===== config.mk =====
export PLATFORM = sky130hd
export DESIGN_NAME = shift_unit
export DESIGN_NICKNAME = d
export VERILOG_FILES = /design/src/rtl/shift_unit.sv
export SDC_FILE = /design/constraint.sdc
export NUM_CORES = 1
export LEC_CHECK = 0
export ABC_AREA = 1
export CORE_ASPECT_RATIO = 0.8
export CORE_UTILIZATION = 40
export DETAILED_ROUTE_END_ITERATION = 12
export PLACE_DENSITY = 0.55
export SLEW_MARGIN = 20
export SYNTH_ARGS = -nofsm -noshare
export SYNTH_HDL_FRONTEND = slang
export SYNTH_SLANG_ARGS = --single-unit

===== constraint.sdc =====
create_clock -name clock -period 8.2 [get_ports clock]
set_clock_uncertainty 0.15 [all_clocks]
set_input_delay 2.05 -clock clock [delete_from_list [all_inputs] [get_ports clock]]
set_output_delay 2.05 -clock clock [all_outputs]
set_load 0.03 [all_outputs]

===== src/rtl/shift_unit.sv =====
// Multi-cycle shift/rotate unit. Each cycle in SHIFT applies one barrel stage
// (a shift by 2^k), so an operation takes a fixed SHAMT_W+1 cycles.
module shift_unit #(
  parameter int WIDTH = 32,
  localparam int SHAMT_W = $clog2(WIDTH)
) (
  input  logic               clock,
  input  logic               reset,
  input  logic               ctrl_start,
  input  logic [WIDTH-1:0]   data_in,
  input  logic [SHAMT_W-1:0] shiftamt,
  input  logic [2:0]         mode,
  output logic [WIDTH-1:0]   out,
  output logic               data_resultRDY,
  output logic               data_exception,
  output logic               busy
);

  typedef enum logic [1:0] {IDLE, SHIFT, DONE} state_t;

  localparam logic [2:0] M_SLL = 3'b000;
  localparam logic [2:0] M_SRL = 3'b001;
  localparam logic [2:0] M_SRA = 3'b010;
  localparam logic [2:0] M_ROL = 3'b011;
  localparam logic [2:0] M_ROR = 3'b100;
  localparam logic [SHAMT_W-1:0] K_LAST = SHAMT_W'(SHAMT_W - 1);

  state_t             state, state_n;
  logic [SHAMT_W-1:0] k;
  logic [WIDTH-1:0]   work;
  logic [SHAMT_W-1:0] amt;
  logic [2:0]         mode_q;
  logic               accept;
  logic               last;
  logic [WIDTH-1:0]   stage_val;

  // One barrel stage: move the word by 2^k places. Invalid modes pass through.
  function automatic logic [WIDTH-1:0] shift_stage(input logic [WIDTH-1:0] w,
                                                   input logic [SHAMT_W-1:0] kk,
                                                   input logic [2:0] m);
    int sh;
    logic signed [WIDTH-1:0] s;
    sh = 1 << kk;
    s  = w;
    case (m)
      M_SLL:   shift_stage = w << sh;
      M_SRL:   shift_stage = w >> sh;
      M_SRA:   begin
        // MSB of the working word is still the original sign bit.
        s = s >>> sh;
        shift_stage = s;
      end
      M_ROL:   shift_stage = (w << sh) | (w >> (WIDTH - sh));
      M_ROR:   shift_stage = (w >> sh) | (w << (WIDTH - sh));
      default: shift_stage = w;
    endcase
  endfunction

  always_comb begin
    stage_val = amt[k] ? shift_stage(work, k, mode_q) : work;
  end

  always_comb begin
    state_n = state;
    accept  = 1'b0;
    last    = (k == K_LAST);
    case (state)
      IDLE, DONE: begin
        if (ctrl_start) begin
          state_n = SHIFT;
          accept  = 1'b1;
        end else begin
          state_n = IDLE;
        end
      end
      SHIFT:   if (last) state_n = DONE;
      default: state_n = IDLE;
    endcase
  end

  always_ff @(posedge clock) begin
    if (reset) state <= IDLE;
    else       state <= state_n;
  end

  always_ff @(posedge clock) begin
    if (reset) begin
      k   <= '0;
      out <= '0;
    end else if (accept) begin
      work   <= data_in;
      amt    <= shiftamt;
      mode_q <= mode;
      k      <= '0;
    end else if (state == SHIFT) begin
      work <= stage_val;
      if (last) begin
        out <= stage_val;
        k   <= '0;
      end else begin
        k <= k + 1'b1;
      end
    end
  end

  assign busy           = (state == SHIFT);
  assign data_resultRDY = (state == DONE);
  assign data_exception = (state == DONE) && (mode_q > M_ROR);

endmodule


==> flow_summary.yaml <==
setup_path:
  worstReg2RegEnd: "work[26]"
  startpoint_type: "flip-flop"
  cp_cell_sequence: "inv_1 -> ha_1 -> nand4_1 -> buf_4 -> inv_2 -> buf_4 -> nor2_1 -> inv_1 -> nand2_1 -> nand2_2 -> buf_4 -> inv_1 -> nor2_2 -> nand3_1 -> o21ai_1 -> nand2_1 -> nand2_1 -> inv_1 -> nand2_1 -> nand2_2 -> o21ai_2"
  crit_required_ns: 8.25
  critPathMaxFanout: 58
  startpoint: "k[0]"
  crit_end: "work[26]"
  worstPathArrival_ns: 5.90
  rr_worst_depth: 21
  regToRegStartpoint: "k[0]"
  critPathKind: "reg2reg"
  end_kind: "flip-flop"
  crit_slowest_cell: "ha_1"
  max_stage_delay_ns: 0.55
  rrSetupSlack_ns: 2.34
cells_and_area:
  stdcell_count: 2770
  area_growth_pct: 9.046
  drive_above_1_share_pct: 9.957
  fin_util_pct: 44.39
  final_cell_mix: "nand2_1, nand3_1, nor2_1"
  final_common_cell: "nand2_1"
  finish.net_count: 2395
  n_antenna_cell: 0
timing:
  setup_viol: 0
  setup_tns_ns: 0
  rsz0062_at_grt: "false"
  period_share_pct: 71.41
  whs_ns: 0.4119
  finalCriticalPeriod_ns: 5.855
  tightest_slew_ns: 1.042
  fin_ws_ns: 2.345
  finalHoldViolCount: 0
  fmax_ghz: 0.1708
  slew_violations: 0
  slew_headroom_pct: 30.54
synthesis:
  synth_cell_types: 41
  yosysWarningCount: 0
  synth_fp_nets: 2435
  syn_area_um2: 12820
  synth_seq_cells: 79
  avgSynthCellArea_um2: 5.376
  synthCells: 2385
  ys_seq_area_share_pct: 15.46
route:
  drtPass1Iterations: 7
  detail_route.wl_per_cell_um: 26.16
  vias_per_cell: 6.442
  final_antenna_net_count: 0
  drt_iter0_drc: 3272
  routed_wirelength_um: 72470
  drc_errors: 0
  route.vias.total: 17850
global_routing:
  antenna_found_initial: 1
  grt_pass1_wl_um: 105100
  grtUsageTotal_pct: 43.18
  grt-ovfl-total: 0
  grt_pass1_vias: 15990
  grt_max_degree: 71
floorplanning:
  initial_core_util_pct: 40.71
  die_h_um: 162.1
  core_region_area_um2: 31500
  die_w_um: 202.2
  die-area_um2: 32780
  io_pins: 78
  rows: 58
clock_network:
  clockBufferDepth: 2
  clk_latency_ns: 0.36
  cts.root.buffer_cell: "clkbuf_16"
  cts_tree: "built"
  post-cts-setup-buffers: 0
  cts.sinks: 79
  htree_num_levels: 3
  cts_resized: 0
  cts_buffers: 9
  cts.clk_slew.worst_paths_ns: 0.08
  cts_hold_buf: 0
placement:
  hpwl_um: 54980
  post-place-ws_ns: 2.752
  gp_congestion: 1.086
  port_buffers: 77
  dp_cells: 2754
power_and_ir_drop:
  p_sw_share_pct: 54.97
  powerDensity_nw_per_um2: 165.8
  power_leakage_nw: 6.645
  power.share.clock_pct: 18.0
  switchingPower_w: 0.001274
  ir_drop_uv: 94.25
  combPwrFrac_pct: 61.5
  seqPwrFrac_pct: 20.6
  intPower_w: 0.001044
run:
  drv_cap: 0
status:
  outcome: "finished clean"
min_path:
  hold_path.class: "reg2reg"
## Yosys cell counts, drive strengths merged
cell type / instances / area (µm²)
nand3b: 5 / 37.54
a21oi: 75 / 416.7
o21a: 3 / 22.52
inv: 82 / 312.8
a21boi: 1 / 7.510
nor3: 14 / 70.07
o21ai: 122 / 663.1
nand4: 84 / 525.5
o211ai: 6 / 45.04
clkinv: 6 / 22.52
buf: 89 / 491.7
clkbuf: 72 / 270.3
nor2: 169 / 704.4
dfxtp: 39 / 780.8
o22ai: 1 / 6.260
a32o: 1 / 10.01
and2: 1 / 6.260
ha: 7 / 87.58
nand3: 653 / 3433
nand2: 873 / 3430
xnor2: 1 / 8.760
a31oi: 4 / 25.02
a211oi: 3 / 22.52
xor2: 3 / 26.28
or2: 31 / 193.9
edfxtp: 40 / 1201
## logic make-up (layout without fill, tap and decap cells)
family,after synthesis,after routing,share of synthesized area (%)
and+or+nand+nor,1830,1830,65.52
buffers and inverters,249,214,8.559
AOI/OAI and AO/OA,216,216,9.505
DFF,79,79,15.46
adders and majority gates,7,7,0.6831
xor gates and xnor gates,4,4,0.2733
## worst max-delay path: cells and delay by family (launching register included)
kind	cells	cell delay [ns]
flops	1	0.35
compound gates	2	0.50
fa+ha+maj	1	0.55
buf+inv	8	2.38
simple gates	10	1.71
## power groups by stage
stage          Combinational [W]  Sequential [W]  Clock [W]
5_1_grt                  0.00152        0.000475   0.000433
2_1_floorplan           0.000923        0.000461          0
6_report                 0.00143        0.000477   0.000416
3_5_place_dp             0.00136        0.000481          0
4_1_cts                  0.00136        0.000472   0.000417
3_3_place_gp             0.00136        0.000481          0
## sequential cells by signal, indices dropped and copies added, names as in the netlist
signal and count:
mode_q 3, k 5, out 32, amt 5, work 32, state 2
## through the flow
step	area (µm²)	total power (W)
after detailed placement	13690	0.001838
after global placement	13660	0.001843
after floorplan	12820	0.001384
final	13980	0.002318
after CTS	13980	0.002250
after global routing	13980	0.002428
## how the worst min path moves through the flow
stage | from | endpoint | slack, ns | cells past startpoint
floorplan | k[1] | k[1] | 0.42 | 2
global placement | out[2] | out[2] | 0.38 | 2
detailed placement | out[12] | out[12] | 0.38 | 2
CTS | out[20] | out[20] | 0.42 | 2
global route | out[4] | out[4] | 0.44 | 2
finish | out[14] | out[14] | 0.41 | 2
## routing by layer
metal	vias to the layer above	GRT usage, %	share of wire (%)
met4	2	28.13	7.3
met5	-	0	0.018
met2	1424	59.42	39
met1	8131	57.99	40
li1	8005	-	-
met3	283	12.78	14
## final cells by class
cell class,count,area [µm²]
Sequential cell,79,1982
Clock buffer,9,225.2
Multi-Input combinational cell,2057,9807
Inverter,88,335.3
Clock inverter,7,67.56
Timing Repair Buffer,110,1039
Fill cell,3634,17510
Tap cell,420,525.5
Note: power is estimated with default switching activity, not from simulation.
